===== src/rtl/axis_pkt_gen_pkg.sv =====
// Shared types for the AXI4-Stream packet generator.
package axis_pkt_gen_pkg;

  typedef enum logic [1:0] {IDLE, SEND, GAP} state_e;

  // Config fields are held at their widest supported size; the generator
  // zero-extends its narrower ports into them and reads back only the low bits.
  localparam int CFG_LEN_W  = 32;
  localparam int CFG_PKTS_W = 16;
  localparam int CFG_GAP_W  = 32;
  localparam int CFG_SEED_W = 64;
  localparam int CFG_ID_W   = 16;
  localparam int CFG_DEST_W = 16;
  localparam int KEEP_W     = CFG_SEED_W / 8;

  typedef struct packed {
    logic [CFG_LEN_W-1:0]  len;
    logic [CFG_PKTS_W-1:0] pkts;
    logic [CFG_GAP_W-1:0]  gap;
    logic [CFG_SEED_W-1:0] seed;
    logic [CFG_ID_W-1:0]   id;
    logic [CFG_DEST_W-1:0] dest;
  } cfg_t;

  localparam logic [KEEP_W-1:0] KEEP_ALL = '1;

endpackage


===== src/rtl/axistream_if.sv =====
// AXI4-Stream bundle with master/slave views.
interface axistream_if #(
  parameter int DWIDTH     = 32,
  parameter int ID_WIDTH   = 4,
  parameter int DEST_WIDTH = 1,
  parameter int USER_WIDTH = 4
);
  logic                    tvalid;
  logic                    tready;
  logic [DWIDTH-1:0]       tdata;
  logic [DWIDTH/8-1:0]     tkeep;
  logic [DWIDTH/8-1:0]     tstrb;
  logic                    tlast;
  logic [ID_WIDTH-1:0]     tid;
  logic [DEST_WIDTH-1:0]   tdest;
  logic [USER_WIDTH-1:0]   tuser;

  modport master (output tvalid, tdata, tkeep, tstrb, tlast, tid, tdest, tuser,
                  input  tready);
  modport slave  (input  tvalid, tdata, tkeep, tstrb, tlast, tid, tdest, tuser,
                  output tready);
endinterface


===== src/rtl/axis_pkt_gen.sv =====
// AXI4-Stream packet source: framed packets of an incrementing data pattern,
// tready backpressure, configurable inter-packet gap, graceful stop.
module axis_pkt_gen
  import axis_pkt_gen_pkg::*;
#(
  parameter int DWIDTH     = 32,
  parameter int ID_WIDTH   = 4,
  parameter int DEST_WIDTH = 1,
  parameter int USER_WIDTH = 4,
  parameter int LEN_WIDTH  = 16,
  parameter int GAP_WIDTH  = 8
) (
  input  logic                  aclk,
  input  logic                  areset,
  input  logic                  start,
  input  logic                  stop,
  input  logic [LEN_WIDTH-1:0]  cfg_len,
  input  logic [15:0]           cfg_pkts,
  input  logic [GAP_WIDTH-1:0]  cfg_gap,
  input  logic [DWIDTH-1:0]     cfg_seed,
  input  logic [ID_WIDTH-1:0]   cfg_id,
  input  logic [DEST_WIDTH-1:0] cfg_dest,
  axistream_if.master           m_axis,
  output logic                  busy,
  output logic                  done,
  output logic [15:0]           pkts_sent,
  output logic [31:0]           beats_sent
);

  state_e                 state;
  cfg_t                   cfg_q;
  logic                   stop_pending;
  logic [LEN_WIDTH-1:0]   beat_idx;
  logic [GAP_WIDTH-1:0]   gap_cnt;

  logic                   tvalid_q, tlast_q;
  logic [DWIDTH-1:0]      tdata_q;
  logic [USER_WIDTH-1:0]  tuser_q;
  logic [ID_WIDTH-1:0]    tid_q;
  logic [DEST_WIDTH-1:0]  tdest_q;

  logic [LEN_WIDTH-1:0]   len_c;
  logic [GAP_WIDTH-1:0]   gap_c;
  logic [15:0]            pkts_c, pkts_inc;
  logic                   xfer, run_end;
  logic                   unused_cfg;

  assign len_c  = cfg_q.len[LEN_WIDTH-1:0];
  assign gap_c  = cfg_q.gap[GAP_WIDTH-1:0];
  assign pkts_c = cfg_q.pkts;
  // Upper bits of the wide config fields are always zero and never read.
  assign unused_cfg = ^cfg_q;

  assign xfer     = tvalid_q & m_axis.tready;
  assign pkts_inc = pkts_sent + 16'd1;
  // Evaluated only on a last-beat transfer: does this packet close the run?
  assign run_end  = stop_pending | stop | ((pkts_c != 16'd0) && (pkts_inc == pkts_c));

  // Run FSM, counters and the registered output stage.
  always_ff @(posedge aclk) begin
    if (areset) begin
      state        <= IDLE;
      cfg_q        <= '0;
      stop_pending <= 1'b0;
      beat_idx     <= '0;
      gap_cnt      <= '0;
      tvalid_q     <= 1'b0;
      tlast_q      <= 1'b0;
      tdata_q      <= '0;
      tuser_q      <= '0;
      tid_q        <= '0;
      tdest_q      <= '0;
      busy         <= 1'b0;
      done         <= 1'b0;
      pkts_sent    <= '0;
      beats_sent   <= '0;
    end else begin
      done <= 1'b0;
      case (state)
        IDLE: begin
          if (start && cfg_len != '0) begin
            cfg_q.len    <= CFG_LEN_W'(cfg_len);
            cfg_q.pkts   <= cfg_pkts;
            cfg_q.gap    <= CFG_GAP_W'(cfg_gap);
            cfg_q.seed   <= CFG_SEED_W'(cfg_seed);
            cfg_q.id     <= CFG_ID_W'(cfg_id);
            cfg_q.dest   <= CFG_DEST_W'(cfg_dest);
            state        <= SEND;
            stop_pending <= 1'b0;
            beat_idx     <= '0;
            tvalid_q     <= 1'b1;
            tlast_q      <= (cfg_len == LEN_WIDTH'(1));
            tdata_q      <= cfg_seed;
            tuser_q      <= '0;
            tid_q        <= cfg_id;
            tdest_q      <= cfg_dest;
            busy         <= 1'b1;
            pkts_sent    <= '0;
            beats_sent   <= '0;
          end
        end
        SEND: begin
          if (stop) stop_pending <= 1'b1;
          if (xfer) begin
            if (beats_sent != '1) beats_sent <= beats_sent + 32'd1;
            tdata_q <= tdata_q + DWIDTH'(1);
            if (tlast_q) begin
              pkts_sent <= pkts_inc;
              beat_idx  <= '0;
              tuser_q   <= USER_WIDTH'(pkts_inc);
              if (run_end) begin
                state    <= IDLE;
                tvalid_q <= 1'b0;
                tlast_q  <= 1'b0;
                done     <= 1'b1;
                busy     <= 1'b0;
              end else if (gap_c == '0) begin
                tlast_q <= (len_c == LEN_WIDTH'(1));
              end else begin
                state    <= GAP;
                tvalid_q <= 1'b0;
                tlast_q  <= 1'b0;
                gap_cnt  <= gap_c - GAP_WIDTH'(1);
              end
            end else begin
              beat_idx <= beat_idx + LEN_WIDTH'(1);
              tlast_q  <= (beat_idx + LEN_WIDTH'(1) == len_c - LEN_WIDTH'(1));
            end
          end
        end
        GAP: begin
          if (stop || stop_pending) begin
            state <= IDLE;
            done  <= 1'b1;
            busy  <= 1'b0;
          end else if (gap_cnt == '0) begin
            state    <= SEND;
            tvalid_q <= 1'b1;
            tlast_q  <= (len_c == LEN_WIDTH'(1));
          end else begin
            gap_cnt <= gap_cnt - GAP_WIDTH'(1);
          end
        end
        default: state <= IDLE;
      endcase
    end
  end

  assign m_axis.tvalid = tvalid_q;
  assign m_axis.tlast  = tlast_q;
  assign m_axis.tdata  = tdata_q;
  assign m_axis.tuser  = tuser_q;
  assign m_axis.tid    = tid_q;
  assign m_axis.tdest  = tdest_q;
  assign m_axis.tkeep  = KEEP_ALL[DWIDTH/8-1:0];
  assign m_axis.tstrb  = KEEP_ALL[DWIDTH/8-1:0];

endmodule


===== src/flat_wrapper.sv =====
// flat-port wrapper written by rule: the top's interface ports become plain ports
module axis_pkt_gen_flat import axis_pkt_gen_pkg::*;
#(
  parameter int DWIDTH     = 32,
  parameter int ID_WIDTH   = 4,
  parameter int DEST_WIDTH = 1,
  parameter int USER_WIDTH = 4,
  parameter int LEN_WIDTH  = 16,
  parameter int GAP_WIDTH  = 8
)
  (aclk, areset, start, stop, cfg_len, cfg_pkts, cfg_gap, cfg_seed, cfg_id, cfg_dest, busy, done, pkts_sent, beats_sent, m_axis_tvalid, m_axis_tdata, m_axis_tkeep, m_axis_tstrb, m_axis_tlast, m_axis_tid, m_axis_tdest, m_axis_tuser, m_axis_tready);
  axistream_if #(.DWIDTH(DWIDTH), .ID_WIDTH(ID_WIDTH), .DEST_WIDTH(DEST_WIDTH), .USER_WIDTH(USER_WIDTH)) m_axis_i ();
  input  logic aclk;
  input  logic areset;
  input  logic start;
  input  logic stop;
  input  logic [LEN_WIDTH-1:0] cfg_len;
  input  logic [15:0] cfg_pkts;
  input  logic [GAP_WIDTH-1:0] cfg_gap;
  input  logic [DWIDTH-1:0] cfg_seed;
  input  logic [ID_WIDTH-1:0] cfg_id;
  input  logic [DEST_WIDTH-1:0] cfg_dest;
  output logic busy;
  output logic done;
  output logic [15:0] pkts_sent;
  output logic [31:0] beats_sent;
  output wire logic [$bits(m_axis_i.tvalid)-1:0] m_axis_tvalid;
  output wire logic [$bits(m_axis_i.tdata)-1:0] m_axis_tdata;
  output wire logic [$bits(m_axis_i.tkeep)-1:0] m_axis_tkeep;
  output wire logic [$bits(m_axis_i.tstrb)-1:0] m_axis_tstrb;
  output wire logic [$bits(m_axis_i.tlast)-1:0] m_axis_tlast;
  output wire logic [$bits(m_axis_i.tid)-1:0] m_axis_tid;
  output wire logic [$bits(m_axis_i.tdest)-1:0] m_axis_tdest;
  output wire logic [$bits(m_axis_i.tuser)-1:0] m_axis_tuser;
  input wire logic [$bits(m_axis_i.tready)-1:0] m_axis_tready;
  assign m_axis_tvalid = m_axis_i.tvalid;
  assign m_axis_tdata = m_axis_i.tdata;
  assign m_axis_tkeep = m_axis_i.tkeep;
  assign m_axis_tstrb = m_axis_i.tstrb;
  assign m_axis_tlast = m_axis_i.tlast;
  assign m_axis_tid = m_axis_i.tid;
  assign m_axis_tdest = m_axis_i.tdest;
  assign m_axis_tuser = m_axis_i.tuser;
  assign m_axis_i.tready = m_axis_tready;
  axis_pkt_gen #(.DWIDTH(DWIDTH), .ID_WIDTH(ID_WIDTH), .DEST_WIDTH(DEST_WIDTH), .USER_WIDTH(USER_WIDTH), .LEN_WIDTH(LEN_WIDTH), .GAP_WIDTH(GAP_WIDTH)) u_core (.aclk(aclk), .areset(areset), .start(start), .stop(stop), .cfg_len(cfg_len), .cfg_pkts(cfg_pkts), .cfg_gap(cfg_gap), .cfg_seed(cfg_seed), .cfg_id(cfg_id), .cfg_dest(cfg_dest), .m_axis(m_axis_i), .busy(busy), .done(done), .pkts_sent(pkts_sent), .beats_sent(beats_sent));
endmodule

===== config.mk =====
export PLATFORM = sky130hd
export DESIGN_NAME = axis_pkt_gen_flat
export DESIGN_NICKNAME = d
export VERILOG_FILES = /design/src/rtl/axis_pkt_gen_pkg.sv /design/src/rtl/axistream_if.sv /design/src/rtl/axis_pkt_gen.sv /design/src/flat_wrapper.sv
export SDC_FILE = /design/constraint.sdc
export NUM_CORES = 1
export LEC_CHECK = 0
export ABC_AREA = 0
export CAP_MARGIN = 30
export CORE_MARGIN = 2
export CORE_UTILIZATION = 37
export DETAILED_ROUTE_END_ITERATION = 16
export PLACE_DENSITY = 0.59
export SLEW_MARGIN = 20
export SYNTH_ARGS = -nofsm -noshare
export SYNTH_HDL_FRONTEND = slang
export SYNTH_SLANG_ARGS = --single-unit

===== constraint.sdc =====
create_clock -name aclk -period 6.3 [get_ports aclk]
set_clock_uncertainty 0.15 [all_clocks]
set_input_delay 1.89 -clock aclk [delete_from_list [all_inputs] [get_ports aclk]]
set_output_delay 1.89 -clock aclk [all_outputs]
set_load 0.02 [all_outputs]

## Yosys cells after proc, flatten, opt, wreduce, memory -nomap -nowiden

Cells that the tools add are included.
W data, S select, Z words.

| storage, ports and cells | value |
|---|---|
| register bits after elaboration | 160 |
| bits of input ports | 82 |
| output and inout port bits | 101 |
| logic and storage cells | 131 |

| operators by class | value |
|---|---|
| $add $sub $neg | 7 |
| equality and inequality tests | 21 |
| multiplexer cells | 62 |
| bitwise gates (word level) | 3 |
| reduce and logical (&&, ||, !) cells | 21 |

Operators with widths:

| kind | count |
|---|---|
| $mux W32 | 5 |
| $pmux W32 S2 | 2 |
| $mux W16 | 5 |
| $add A32 B1 Y32 const B | 2 |
| $pmux W16 S2 | 2 |
| $mux W8 | 6 |
| $add A16 B1 Y16 const B | 2 |
| $eq A16 B1 Y1 const B | 2 |
| $eq A16 B16 Y1 | 2 |
| $ne A32 B32 Y1 const B | 1 |
| $reduce_bool A16 Y1 | 2 |
| $mux W1 | 24 |
| $logic_not A8 Y1 | 2 |
| $pmux W8 S2 | 1 |
| $sub A16 B1 Y16 const B | 1 |
| $sub A8 B1 Y8 const B | 2 |
| $mux W2 | 7 |
| $ne A2 B1 Y1 const B | 7 |
| $reduce_and A7 Y1 | 2 |
| $mux W4 | 3 |
| $ne A2 B2 Y1 const B | 5 |
| $reduce_and A5 Y1 | 2 |
| $pmux W1 S3 | 3 |
| $pmux W4 S2 | 1 |
| 17 further kinds | 23 |

## Logic depth before layout (Yosys ltp)

Gate-level depths: netlist (run 1).

| logic depth | value |
|---|---|
| word-level depth | 8 |
| gate-level depth with buffers | 11 |
| gate-level depth less buffers | 10 |

## Least setup slack after synthesis (run 1)

OpenSTA, ideal clock, no wires.

| timing | value |
|---|---|
| path type | in2reg |
| from | in cfg_len[11] |
| to | reg u_core.beat_idx[5] |
| setup time | 70 ps |
| arrival | 3,757 ps |
| data required time | 6,080 ps |
| slack | 2,323 ps |
| stages on the path | 9 |
| buffers on the path | 3 |
| cells stage by stage | nor4_1 -> nand4_1 -> o211ai_1 -> a21o_1 -> clkbuf_1 -> clkbuf_1 -> clkbuf_1 -> o21ai_0 -> a21oi_1 |

| on the way | value |
|---|---|
| longest elaborated chain between the ends | 4 |

RTL lines:

| item | RTL line | source |
|---|---|---|
| start: declaration | flat_wrapper.sv:17 | `input logic [LEN_WIDTH-1:0] cfg_len;` |
| $reduce_bool A16 Y1 | axis_pkt_gen.sv:81 | `if (start && cfg_len != '0) begin` |
| $logic_and A1 B1 Y1 | axis_pkt_gen.sv:81 |  |
| $ne A2 B1 Y1 (no line) | -- |  |
| $reduce_and A3 Y1 (no line) | -- |  |
| end signal: assignment | axis_pkt_gen.sv:126 | `beat_idx <= beat_idx + LEN_WIDTH'(1);` |
| end: declaration | axis_pkt_gen.sv:33 | `logic [LEN_WIDTH-1:0] beat_idx;` |

No other way between the ends.
A chain may end at the register's enable or synchronous reset.

## Worst setup path in the final report (run 1)

| timing | value |
|---|---|
| from | in cfg_len[11] |
| to | reg u_core.beats_sent[28] |

| on the way | value |
|---|---|
| longest elaborated chain between the ends | 4 |

RTL lines:

| item | RTL line | source |
|---|---|---|
| $reduce_bool A16 Y1 | axis_pkt_gen.sv:81 |  |
| $logic_and A1 B1 Y1 | axis_pkt_gen.sv:81 |  |
| $ne A2 B1 Y1 (no line) | -- |  |
| $reduce_and A4 Y1 (no line) | -- |  |
| end signal: assignment | axis_pkt_gen.sv:105 | `if (beats_sent != '1) beats_sent <= beats_sent + 32'd1;` |
| end: declaration | axis_pkt_gen.sv:27 | `output logic [31:0] beats_sent` |

No other way between the ends.

==> results_dict.tcl, run 1 <==
set metrics [dict create \
    outcome "completed" \
    overflow 0 \
    via_per_inst 5.310 \
    top_level_port_count 183 \
    synthArstFlopShare_pct 0 \
    power.net_switching_mw 1.462 \
    fmax_mhz 205.5 \
    p_sw_share_pct 38.29 \
    die-height_um 160.5 \
    synth.cell_area_um2 9065 \
    rsz0062_at_grt "false" \
    synth_flop_cell "dfxtp_1" \
    drive_above_1_share_pct 5.259 \
    design.die.area_um2 25770 \
    critPathLaunchType "input pin" \
    cts_root_buffer "clkbuf_16" \
    postSynthRegisterBits 156 \
    pre_cts_ws_ns 0.8659 \
    synth_cell_type_count 61 \
    port_buffers 174 \
    clock_pin_transition_on_the_worst_setup_and_hold_timing_paths_ns 0.06 \
    drt-initial-drc-count 593 \
    drc_errors 0 \
    routed_wire_length_per_instance_um 15.78 \
    final-setup-viol-count 0 \
    dpl_cell_area_um2 10910 \
    cts-buffers-inserted 17 \
    comb_pwr_share_pct 37.8 \
    max-clock-path-buffers 2 \
    clock_sinks 156 \
    timing.final.ws_setup_ns 1.433 \
    core_area_um2 24180 \
    postCtsSetupRepairBufs 0 \
    final_tns_setup_ns 0 \
    finalHoldViolCount 0 \
    fp_rows 57 \
    timing.critical_path.required_ns 6.50 \
    cts_repair_resize_count 0 \
    p_seq_share_pct 34.1 \
    share_clk_of_total_power_pct 28.1 \
    final_area_um2 11510 \
    cts_h_tree_lvls 4 \
    critPathKind "input pin to flop" \
    cts-hold-fix-buffers 0 \
    finish.net_count 1411 \
    ys_seq_area_share_pct 34.45 \
    vdd_drop_max_v 0.0002021 \
    finalMaxSlewViolations 0 \
    ys.warnings.count 0 \
    critical_path_arrival_ns 5.07 \
    routabilityCongestion 0.8290 \
    detail_route.first_pass.iterations 5 \
    detailroute.via_count 8794 \
    power_density_nw_per_um2 331.7 \
    route.antenna.remaining_nets 0 \
    crit_path_end_kind "flop" \
    synth.avg_cell_area_um2 7.611 \
    grt_pass1_vias 7908 \
    synthToLayoutAreaGrowth_pct 26.98 \
    die_width_um 160.5 \
    p_leak_nw 3.876 \
    grt_max_degree 78 \
    insertion_delay_ns 0.43 \
    wirelength_um 26130 \
    tritoncts "yes" \
    crit_fanout 32 \
    antenna_found_initial 1 \
    maxSlewHeadroom_pct 43.61 \
    number_of_flops_mapped_to_enable_cells_by_yosys 0 \
    fillerInstances 2334 \
    start_util_pct 37.49 \
    cell_internal_pwr_mw 2.356 \
    hpwl_um 18130 \
    syn_inst 1191 \
    grt_first_pass_wirelength_um 42100 \
    tightest_slew_ns 0.8459 \
    total_global_route_track_usage_pct 19.97 \
    max_cap_viol_count 0 \
    worst_hold_path_type "flop to flop" \
    min_period_over_period_pct 77.26 \
    final.min_clock_period_ns 4.867 \
]
-- cells in the final DEF, fill, tap and decap left out, types with 7 or more instances in the layout --
cell type	count
a21oi_1	112
a22oi_1	31
and2_1	17
and3_1	21
and4_1	13
buf_4	13
clkbuf_16	17
clkdlybuf4s50_1	173
conb_1	8
dfxtp_1	156
ha_1	10
inv_1	18
mux2i_1	19
nand2_1	171
nand3_1	51
nand4_1	32
nor2_1	109
nor2b_1	17
nor3_1	43
nor3b_1	7
nor4_1	24
o21ai_0	53
o31ai_1	8
or3_1	17
xnor2_1	71
xor2_1	24
-- power groups by stage --
| stage | registers [mW] | clock network (mW) | logic [mW] |
|---|---|---|---|
| 2_1_floorplan | 1.36 | 0 | 0.910 |
| 3_3_place_gp | 1.32 | 0 | 1.42 |
| 3_5_place_dp | 1.32 | 0 | 1.45 |
| 4_1_cts | 1.30 | 1.09 | 1.45 |
| 5_1_grt | 1.33 | 1.13 | 1.59 |
| 6_report | 1.30 | 1.07 | 1.44 |
-- metrics by stage --
step                      power, mW  cells  util (%)  hold slack [ns]
final                         3.818   1656     47.61           0.3047
after global routing          4.053   1655     47.60           0.3287
after CTS                     3.848   1655     47.60           0.3065
after detailed placement      2.768   1623     45.11           0.2982
after global placement        2.743   1622     45.04           0.2937
after floorplan               2.271   1198         -           0.2944
-- worst max-delay path: stages --
cell and delay [ns]:
clkdlybuf4s50_1 0.42, nor4_1 0.50, nand4_1 0.33, o211ai_1 0.54, buf_4 0.39, nor2_2 0.18
or2_2 0.60, a21oi_1 0.20
-- registers in the layout, summed over array words and instances, names as in the netlist --
name and cells:
u_core.state 2, u_core.done 1, u_core.m_axis.tvalid 1, u_core.pkts_sent 16
u_core.gap_cnt 8, u_core.m_axis.tid 4, u_core.m_axis.tdata 32, u_core.m_axis.tlast 1
u_core.busy 1, u_core.stop_pending 1, u_core.beat_idx 16, u_core.pkts_c 16
u_core.m_axis.tdest 1, u_core.beats_sent 32, u_core.cfg_q 24
-- cells by family after synthesis --
| group | share of synthesized area, % |
|---|---|
| DFF | 34.45 |
| and+or+nand+nor | 30.79 |
| other | 0.04137 |
| adders and majority gates | 1.518 |
| buffers and inverters | 5.825 |
| xor gates and xnor gates | 9.179 |
| muxes | 2.222 |
| AOI/OAI and AO/OA | 15.97 |
-- area by class of cell --
cell class	instances	area, um2	share of cell area [%]
sequential	156	3123	27.13
timing repair buffer	187	1844	16.02
clock buffer	22	464.2	4.033
antenna	1	2.502	0.02174
clock inverter	10	138.9	1.207
tap	324	405.4	3.522
inverter	18	67.56	0.5870
multi-input combinational	938	5465	47.48
-- synth_stat cells, drive strengths merged, types with 3 or more instances --
library cell    n  area, um2
mux2i          19      190.2
xor2           24      210.2
o21ai          54      274.0
a31oi           5      31.28
nor3b           7      52.55
and3           23      146.4
and2           20      126.4
nand2b          5      31.28
or3            17      106.4
nor2          111      416.7
a2111oi         5      43.79
a21oi         115      583.1
xnor2          71      621.9
or2             6      37.54
o31ai           8      60.06
inv            18      67.56
nand2         171      641.9
buf            15      113.9
and4           13      113.9
nor3           43      215.2
o211ai          3      22.52
or4             8      67.57
nor2b          17      106.4
o21a            3      22.52
dfxtp         156       3123
ha             11      137.6
a211oi          6      45.04
nand3          52      265.3
nand4          33      221.5
a22oi          31      232.7
clkbuf         71      346.6
nor4           26      192.7
a21o            4      30.03
-- per-layer routing --
| layer | global-route usage, % | part of all wire, % |
|---|---|---|
| met5 | 0 | 0.038 |
| met4 | 4.259 | 0.68 |
| met3 | 5.527 | 7.4 |
| met2 | 29.58 | 43 |
| met1 | 28.91 | 49 |
-- path summary, 6_finish.rpt --
check                                     startpoint  slack, ns                    end  cells after the start
worst min register to register  u_core.m_axis.tid[0]       0.30   u_core.m_axis.tid[0]                      2
worst max-delay path                     cfg_len[11]       1.43  u_core.beats_sent[28]                      8
worst max register to register   u_core.pkts_sent[0]       2.66            u_core.done                      9
worst min-delay path            u_core.m_axis.tid[0]       0.30   u_core.m_axis.tid[0]                      2
No activity file was read; power rests on OpenSTA's default activity.
==> run 2, diff against run 1 <==
- clock period: 6.3 -> 4.6 ns (I/O delays scaled with it)
==> run 2 against run 1 <==
Critical path depth unchanged. First-iteration DRC count fell by 20%. Final cell count is essentially flat. Utilization barely moved. Clock power up 33%. Worst setup slack worse by 0.82 ns. Worst hold slack improved by 0.0027 ns. Global-route usage about the same. Critical endpoint is now u_core.beats_sent[13]. Combinational power grew 38%.
==> results_dict.tcl, run 2 (synthesized netlist as in run 1, its figures left out) <==
set metrics [dict create \
    grt_first_pass_wirelength_um 42390 \
    cts_root_buffer "clkbuf_16" \
    tightest_slew_ns 0.6973 \
    core_area_um2 24180 \
    max_cap_viol_count 0 \
    overflow 0 \
    cts_repair_resize_count 0 \
    timing.critical_path.required_ns 4.80 \
    critPathKind "input pin to flop" \
    fillerInstances 2375 \
    min_period_over_period_pct 86.63 \
    port_buffers 174 \
    final.min_clock_period_ns 3.985 \
    crit_fanout 32 \
    final_core_util_pct 47.57 \
    maxSlewHeadroom_pct 53.08 \
    final-setup-viol-count 0 \
    p_leak_nw 3.889 \
    die_width_um 160.5 \
    detailroute.via_count 8776 \
    die-height_um 160.5 \
    outcome "completed" \
    hpwl_um 18050 \
    worst_setup_path_startpoint "cfg_len[11]" \
    max-clock-path-buffers 2 \
    drt-initial-drc-count 477 \
    cp-endpoint "u_core.beats_sent[13]" \
    antenna_found_initial 2 \
    regToRegEndpoint "u_core.gap_cnt[5]" \
    critical_path_arrival_ns 4.19 \
    clock_sinks 156 \
    total_global_route_track_usage_pct 19.96 \
    worst_hold_path_type "flop to flop" \
    layout.cells.most_common "clkdlybuf4s50_1" \
    vdd_drop_max_v 0.0003380 \
    fp_rows 57 \
    fmax_mhz 251.0 \
    power_density_nw_per_um2 452.3 \
    synthToLayoutAreaGrowth_pct 26.87 \
    start_util_pct 37.49 \
    route.antenna.remaining_nets 0 \
    finalHoldViolCount 0 \
    final_tns_setup_ns 0 \
    design.die.area_um2 25770 \
    insertion_delay_ns 0.43 \
    critPathLaunchType "input pin" \
    r2r-start "u_core.pkts_sent[0]" \
    drc_errors 0 \
    antenna_cells 0 \
    wirelength_um 25970 \
    cts_h_tree_lvls 4 \
    clock_pin_transition_on_the_worst_setup_and_hold_timing_paths_ns 0.06 \
    grt_pass1_vias 8103 \
    grt_max_degree 59 \
    layout_common_cells "clkdlybuf4s50_1 (173), nand2_1 (171), dfxtp_1 (156)" \
    postCtsSetupRepairBufs 0 \
    finalMaxSlewViolations 0 \
    cts-buffers-inserted 17 \
    rsz0062_at_grt "false" \
    top_level_port_count 183 \
    regToRegSetupSlack_ns 0.95 \
    tritoncts "yes" \
    routed_wire_length_per_instance_um 15.69 \
    crit_path_end_kind "flop" \
    detail_route.first_pass.iterations 7 \
    finish.net_count 1411 \
    via_per_inst 5.303 \
    routabilityCongestion 0.8091 \
    drive_above_1_share_pct 5.184 \
    cts-hold-fix-buffers 0 \
    reg2reg_depth 9 \
]
run 2: layout make-up:
cell class              instances  area (um2)  share of cell area, %
multi-input cells             938        5465                  47.52
flip-flops and latches        156        3123                  27.15
repair buffers                187        1862                  16.19
clock buffers                  23       467.9                  4.069
well taps                     324       405.4                  3.525
clock inverters                 9       110.1                 0.9574
inverters                      18       67.56                 0.5875
run 2: how the worst min path moves through the flow:
stage / endpoint / startpoint / cells after the start
final: u_core.m_axis.tdest / u_core.m_axis.tdest / 2
after global routing: u_core.m_axis.tid[1] / u_core.m_axis.tid[1] / 2
after floorplan: u_core.beat_idx[15] / u_core.beat_idx[15] / 2
after detailed placement: u_core.m_axis.tdest / u_core.m_axis.tdest / 2
after CTS: u_core.m_axis.tdest / u_core.m_axis.tdest / 2
after global placement: u_core.m_axis.tdest / u_core.m_axis.tdest / 2
run 2: routing by layer:
layer | GRT usage (%) | wire length [um]
met1 | 28.32 | 12990
met2 | 30.33 | 10910
met3 | 5.036 | 1721
met4 | 4.955 | 334
met5 | 0 | 13
run 2: stage by stage:
step | hold WS (ns) | instances | instance area (um2) | power [mW] | setup slack (ns)
after floorplan | 0.2944 | 1198 | 9091 | 3.110 | 1.133
after global placement | 0.2943 | 1622 | 10920 | 3.773 | 0.2020
after detailed placement | 0.3014 | 1623 | 10920 | 3.809 | 0.1461
after CTS | 0.3101 | 1655 | 11500 | 5.240 | 0.5888
after global routing | 0.3407 | 1655 | 11500 | 5.524 | 0.4473
final | 0.3074 | 1655 | 11500 | 5.202 | 0.6152
run 2: report_power, final:
part,internal [mW],leakage (nW),switching (mW)
sequential,1.54,1.27,0.248
clock,0.832,0.286,0.592
combinational,0.821,2.33,1.17
run 2: critical path: stages:
cell and delay (ns):
clkdlybuf4s50_1 0.42, nor4_1 0.44, nand4_1 0.25, o211ai_1 0.55
buf_4 0.31, nor2_2 0.05, or2_2 0.55, a21oi_1 0.22
==> run 3, diff against run 2 <==
- GPL_TIMING_DRIVEN: not set -> 0
- SETUP_SLACK_MARGIN: not set -> 0.5
==> run 3 against run 2 <==
Flip-flop and latch count is the same. Maximum frequency is 0.14% lower. Utilization grew 1.3 points. Sequential share of layout area down 0.75 points. First-iteration DRC count increased by 19%. Register-to-register slack worse by 0.10 ns. Combinational power up 5%. Critical path depth rose by 1. Sequential power about the same.
==> results_dict.tcl, run 3 (synthesized netlist as in run 1, its figures left out) <==
set metrics [dict create \
    fin_total_pwr_mw 5.271 \
    power.net_switching_mw 2.105 \
    overflow 0 \
    hpwl_um 21450 \
    max_cap_viol_count 0 \
    finalMaxSlewViolations 0 \
    antenna_found_initial 0 \
    critPathKind "input pin to flop" \
    outcome "completed" \
    synthToLayoutAreaGrowth_pct 30.46 \
    port_buffers 173 \
    fp_rows 57 \
    final_core_util_pct 48.92 \
    antenna_cells 0 \
    cts_root_buffer "clkbuf_16" \
    timing.final.ws_setup_ns 0.6096 \
    design.die.area_um2 25770 \
    total_global_route_track_usage_pct 21.89 \
    clock_sinks 156 \
    p_leak_nw 4.022 \
    final_area_um2 11830 \
    worst_setup_path_startpoint "cfg_len[11]" \
    layout.cells.most_common "clkdlybuf4s50_1" \
    finish.net_count 1483 \
    detailroute.via_count 8991 \
    p_seq_share_pct 33.8 \
    power_density_nw_per_um2 445.7 \
    timing.critical_path.required_ns 4.80 \
    drive_above_1_share_pct 6.130 \
    top_level_port_count 183 \
    postCtsSetupRepairBufs 0 \
    maxSlewHeadroom_pct 47.11 \
    cts-buffers-inserted 17 \
    p_sw_share_pct 39.94 \
    comb_pwr_share_pct 39.7 \
    die_width_um 160.5 \
    crit_fanout 10 \
    routabilityCongestion 0.8706 \
    min_period_over_period_pct 86.75 \
    dpl_cell_area_um2 11230 \
    grt_first_pass_wirelength_um 45300 \
    vdd_drop_max_v 0.0002494 \
    hold_path_startpoint "u_core.m_axis.tid[1]" \
    share_clk_of_total_power_pct 26.5 \
    cell_internal_pwr_mw 3.166 \
    detail_route.first_pass.iterations 4 \
    cts-hold-fix-buffers 0 \
    finalHoldWorstSlack_ns 0.3041 \
    final-setup-viol-count 0 \
    final.min_clock_period_ns 3.990 \
    insertion_delay_ns 0.43 \
    final_cell_count_no_fill 1727 \
    die-height_um 160.5 \
    drc_errors 0 \
    grt_pass1_vias 8304 \
    drt-initial-drc-count 568 \
    critical_path_arrival_ns 4.19 \
    worst_hold_path_type "flop to flop" \
    tightest_slew_ns 0.7904 \
    crit_path_end_kind "flop" \
    fillerInstances 2401 \
    pre_cts_ws_ns -0.4484 \
    routed_wire_length_per_instance_um 16.49 \
    tritoncts "yes" \
    clock_pin_transition_on_the_worst_setup_and_hold_timing_paths_ns 0.07 \
    finalHoldViolCount 0 \
    grt_max_degree 17 \
    cts_h_tree_lvls 4 \
    route.antenna.remaining_nets 0 \
    rsz0062_at_grt "true" \
    final_tns_setup_ns 0 \
    r2r-start "u_core.pkts_sent[0]" \
    start_util_pct 37.49 \
    critPathLaunchType "input pin" \
    wirelength_um 28480 \
    layout_common_cells "clkdlybuf4s50_1 (173), nand2_1 (170), dfxtp_1 (156)" \
    fmax_mhz 250.6 \
    via_per_inst 5.206 \
    max-clock-path-buffers 2 \
    place_inst 1695 \
    core_area_um2 24180 \
]
## run 3: cell type report
type                            count  area (um2)  share of cell area [%]
Clock inverter                      9       87.58                  0.7406
Inverter                           18       67.56                  0.5713
Clock buffer                       23       488.0                   4.126
Timing Repair Buffer              173        1732                   14.64
Sequential cell                   156        3123                   26.41
Multi-Input combinational cell    938        5449                   46.08
Buffer                             86       474.2                   4.010
Tap cell                          324       405.4                   3.428
## run 3: power groups by stage
stage          combinational (mW)  clock [mW]  sequential (mW)
5_1_grt                      2.31        1.48             1.82
6_report                     2.09        1.40             1.78
3_5_place_dp                 2.08           0             1.81
4_1_cts                      2.10        1.43             1.78
3_3_place_gp                 2.07           0             1.80
2_1_floorplan                1.25           0             1.86
## run 3: critical path, stage by stage
cell and delay, ns:
clkdlybuf4s50_1 0.45, nor4_2 0.36, nand4_1 0.23, o211ai_1 0.35, a21o_1 0.24, clkbuf_2 0.28
clkbuf_1 0.49, a22oi_1 0.21, a21oi_1 0.19
## run 3: path summary, 6_finish.rpt
| kind | slack, ns | to | depth (start not counted) |
|---|---|---|---|
| worst max register to register | 0.85 | u_core.done | 9 |
| worst max-delay path | 0.61 | u_core.m_axis.tdata[29] | 9 |
| worst min register to register | 0.30 | u_core.m_axis.tid[1] | 2 |
| worst min-delay path | 0.30 | u_core.m_axis.tid[1] | 2 |
## run 3: metal layers
layer	track usage, %	share of wire (%)	up-vias
met1	29.93	48	4135
met4	4.668	0.70	0
li1	-	-	4586
met3	5.527	7.3	14
met5	0	0	-
met2	34.97	44	256
## run 3: repair_timing
item | 4_1_cts | 5_1_grt
gates cloned | 0 | 0
endpoints found under the setup margin | 59 | 34
resized for setup | 8 | 11
pin swaps | 0 | 1
==> RTL change 1 (flow settings as in run 2) <==
`ID_WIDTH` is set to 4 in 3 places; all go to 6.
--- a/src/rtl/axistream_if.sv
+++ b/src/rtl/axistream_if.sv
@@ -1,7 +1,7 @@
 // AXI4-Stream bundle with master/slave views.
 interface axistream_if #(
   parameter int DWIDTH     = 32,
-  parameter int ID_WIDTH   = 4,
+  parameter int ID_WIDTH   = 6,
   parameter int DEST_WIDTH = 1,
   parameter int USER_WIDTH = 4
 );
--- a/src/rtl/axis_pkt_gen.sv
+++ b/src/rtl/axis_pkt_gen.sv
@@ -4,7 +4,7 @@
   import axis_pkt_gen_pkg::*;
 #(
   parameter int DWIDTH     = 32,
-  parameter int ID_WIDTH   = 4,
+  parameter int ID_WIDTH   = 6,
   parameter int DEST_WIDTH = 1,
   parameter int USER_WIDTH = 4,
   parameter int LEN_WIDTH  = 16,
--- a/src/flat_wrapper.sv
+++ b/src/flat_wrapper.sv
@@ -2,7 +2,7 @@
 module axis_pkt_gen_flat import axis_pkt_gen_pkg::*;
 #(
   parameter int DWIDTH     = 32,
-  parameter int ID_WIDTH   = 4,
+  parameter int ID_WIDTH   = 6,
   parameter int DEST_WIDTH = 1,
   parameter int USER_WIDTH = 4,
   parameter int LEN_WIDTH  = 16,
Interface: changed (resized cfg_id and m_axis_tid); port bits go from 183 to 187. The function was not compared with the original's and may differ.
==> RTL change 1 against run 2 <==
- largest cell class unchanged
- synthesized cell count is 3.0% higher
- sequential cell count is 2 higher
- worst setup slack better by 0.036 ns
- area after synthesis is 1.4% higher
- sequential share of layout area is 0.35 points lower
- final area is 2.6% higher
- via count is 4.0% higher
- wire length is 4.0% higher
- register-to-register slack better by 0.19 ns
- critical endpoint is now u_core.beat_idx[13]$_SDFFE_PP0P_
- critical path type unchanged
- worst hold slack better by 0.0013 ns
- clock power hardly changed
- largest power group unchanged
- power is 9.5% higher
==> RTL change 1: results (changes against run 2) <==
[finish]
nets = 1455  ; +3.1%
seq_area_um2 = 3163  ; +1.3%
clk_share_pct = 5.048  ; +0.022 points
buf_share_pct = 16.63  ; +0.44 points
nNonClkInverters = 19  ; +1
multiInputCombCellCount = 965  ; +2.9%
seq_share_pct = 26.81  ; -0.35 points
finalNonFillerCells = 1697  ; +2.5%
filler_cell_count = 2432  ; +2.4%
drive_gt1_share_pct = 5.899  ; +0.72 points

[routing]
vias = 9127  ; +4.0%
finalWirelength_um = 27000  ; +4.0%

[placement]
routabilityCongestion = 0.8268  ; +2.2%
place_hpwl_um = 19200  ; +6.4%
dpl_cell_area_um2 = 11200  ; +2.6%
place_ws_ns = 0.1381  ; -0.007999 ns
dp_cells = 1665  ; +2.6%

[worst_setup_path]
arrival_ns = 4.08  ; -0.11 ns
crit_slowest_cell = o21ai_1
slowest_delay_ns = 0.52  ; -0.03 ns
r2r_cells = 8  ; -1
crit_start = cfg_len[6]
r2r-end = u_core.gap_cnt[6]$_SDFFE_PP0P_
r2r_setup_slack_ns = 1.14  ; +0.19 ns
crit_end = u_core.beat_idx[13]$_SDFFE_PP0P_

[min_path]
min_to = u_core.m_axis.tid[2]$_SDFFE_PP0P_
min-delay-start = u_core.m_axis.tid[2]$_SDFFE_PP0P_

[sta]
fmaxAchievable_ghz = 0.2532  ; +0.91%
slew_headroom_pct = 36.33  ; -17 points

[status]
status = finished, final reports clean

[global_routing]
gr-usage-all-layers_pct = 20.67  ; +0.71 points
grt_max_degree = 83  ; +41%
antenna_found_initial = 0  ; -2
grt_pass1_vias = 8599  ; +6.1%

[synth]
ys_types = 78  ; +28%
synth_area_um2 = 9191  ; +1.4%
ys_seq_area_share_pct = 34.41  ; -0.038 points
synth_area_leaders = dfxtp_1 34%, nand2_1 7.8%, a21oi_1 7.0%

[clock_tree]
cts.sinks = 158  ; +1.3%

[power_and_ir_drop]
ir_worst_vdd_mv = 0.2482  ; -27%

RTL change 1: changes by cell type in the layout (fill, tap and decap cells not counted), moves of 9 or more:
| cell | delta |
|---|---|
| a21oi_1 | +17 |
| a22oi_1 | -9 |
| nand2_1 | +21 |
| o21ai_1 | +18 |
| xnor2_1 | -23 |
| xor2_1 | +13 |
RTL change 1: worst max-delay path, delay by kind of cell:
family / cells / cell delay, ns
AO/OA/AOI/OAI: 4 / 1.20
buffers and inverters: 1 / 0.42
AND/OR/NAND/NOR: 4 / 1.08
RTL change 1: cells by family (layout without fill, tap and decap cells):
family / Yosys count / after routing / synth area share [%]
flops: 158 / 158 / 34.41
simple gates: 558 / 558 / 30.19
other cells: 1 / 8 / 0.04080
xor+xnor: 86 / 86 / 8.277
compound gates: 288 / 288 / 18.79
fa+ha+maj: 11 / 11 / 1.497
buf+inv: 111 / 250 / 5.255
mux: 14 / 14 / 1.538
RTL change 1: power breakdown:
group / switching [mW] / internal, mW
clock: 0.688 / 0.730
sequential: 0.305 / 1.59
combinational: 1.41 / 0.974
RTL change 1: layer usage:
layer / share of wire, % / wire length [um] / up-vias / track usage [%]
met3: 4.8 / 1309 / 34 / 3.903
met1: 46 / 12540 / 4278 / 27.05
met2: 47 / 12600 / 209 / 34.50
met4: 2.0 / 547 / 0 / 6.557
met5: 0 / 0 / - / 0
li1: - / - / 4606 / -
RTL change 1: per-stage QoR:
stage	hold WS [ns]	total power [mW]
6_report	0.3086	5.694
5_1_grt	0.3305	6.070
4_1_cts	0.3111	5.739
3_5_place_dp	0.3009	4.308
3_3_place_gp	0.2926	4.271
2_1_floorplan	0.2986	3.413
==> RTL change 2 (config.mk and constraints of run 2) <==
Made on the original files. Register the input `cfg_pkts` before use. The logic sees it one clock later. The other inputs are not delayed to match.
--- a/src/rtl/axis_pkt_gen.sv
+++ b/src/rtl/axis_pkt_gen.sv
@@ -26,6 +26,12 @@
   output logic [15:0]           pkts_sent,
   output logic [31:0]           beats_sent
 );
+
+  logic [15:0] cfg_pkts_q;
+
+  always_ff @(posedge aclk) begin
+    cfg_pkts_q <= cfg_pkts;
+  end
 
   state_e                 state;
   cfg_t                   cfg_q;
@@ -80,7 +86,7 @@
         IDLE: begin
           if (start && cfg_len != '0) begin
             cfg_q.len    <= CFG_LEN_W'(cfg_len);
-            cfg_q.pkts   <= cfg_pkts;
+            cfg_q.pkts   <= cfg_pkts_q;
             cfg_q.gap    <= CFG_GAP_W'(cfg_gap);
             cfg_q.seed   <= CFG_SEED_W'(cfg_seed);
             cfg_q.id     <= CFG_ID_W'(cfg_id);
Formal check against the unedited RTL: not equivalent (a bounded check fails within 4 cycles, from zero or initial values and one cycle with areset high).
==> RTL change 2 against run 2 <==
- global-route usage fell by 0.40 points
- wire length about the same
- area after synthesis rose by 2.6%
- sequential cell count rose by 16
- final area rose by 3.3%
- clock power up 3%
- worst setup slack lost 0.13 ns
- count of clock-buffer cells in the layout is 3 lower
- cell count rose by 1.9%
- first-iteration DRC count up 55%
- via count grew 2.9%
- power increased by 14%
==> RTL change 2: results (changes against run 2) <==
[power_and_ir_drop]
p_comb_mw = 2.50  ; +26%
p_seq_share_pct = 33.3  ; -1.1 points
switchingPower_mw = 2.430  ; +21%

[global_routing]
grt_pass1_wl_um = 42120  ; -0.63%
gr-usage-all-layers_pct = 19.56  ; -0.40 points
gr-usage-met2_pct = 30.99  ; +0.66 points

[routing]
vias = 9027  ; +2.9%
firstDrtPassIters = 5  ; -2

[synth]
synth_top_cells_by_count = 200 x nand2_1, 172 x dfxtp_1, 117 x nor2_1
synth_mux_area_share_pct = 1.548  ; -0.67 points
synthXorXnorAreaFrac_pct = 7.819  ; -1.4 points
netlist_instances = 1212  ; +1.8%
ys_types = 73  ; +20%
synth-adder-area-share_pct = 1.480  ; -0.038 points
synth-seq-cells = 172  ; +10%
yosys.area.top_type_share_pct = 37.03  ; +2.6 points
ys_seq_area_share_pct = 37.03  ; +2.6 points
synth_area_leaders = dfxtp_1 37%, nand2_1 8.1%, a21oi_1 6.2%

[worst_setup_path]
r2r_cells = 11  ; +2
crit_slowest_cell = a211oi_4
crit_start = cfg_len[5]
r2r_setup_slack_ns = 1.17  ; +0.22 ns
crit_fanout = 10  ; -69%
slowest_delay_ns = 0.57  ; +0.02 ns

[min_path]
min_to = u_core.pkts_c[7]$_SDFFE_PP0P_

[placement]
dpl_cell_area_um2 = 11270  ; +3.2%
place_ws_ns = 0.008655  ; -0.1374 ns
place_hpwl_um = 18060  ; about the same

[finish]
drive_gt1_share_pct = 5.973  ; +0.79 points

[status]
status = finished, final reports clean

[RTL change 2: cell count changes after synthesis, moves of 7 or more]
cell / delta
mux2i_1: -8
nor2b_1: -8
nand2_1: +29
and2_1: -10
clkbuf_8: -8
xnor2_1: -20
a22oi_1: -10
a2bb2oi_1: +7
buf_2: +10
xor2_1: +8
dfxtp_1: +16
nand4_1: -8
[RTL change 2: worst max-delay path, delay by kind of cell]
family	cells	cell delay, ns
simple gates	6	1.28
buf+inv	3	0.79
compound gates	2	0.65
xor+xnor	1	0.16
[RTL change 2: layout make-up]
class | instances | area (um2)
multi-input combinational | 940 | 5448
clock inverter | 12 | 127.6
tap | 330 | 412.9
sequential | 172 | 3443
inverter | 20 | 75.07
clock buffer | 20 | 456.7
timing repair buffer | 192 | 1912
fill | 2452 | 13020
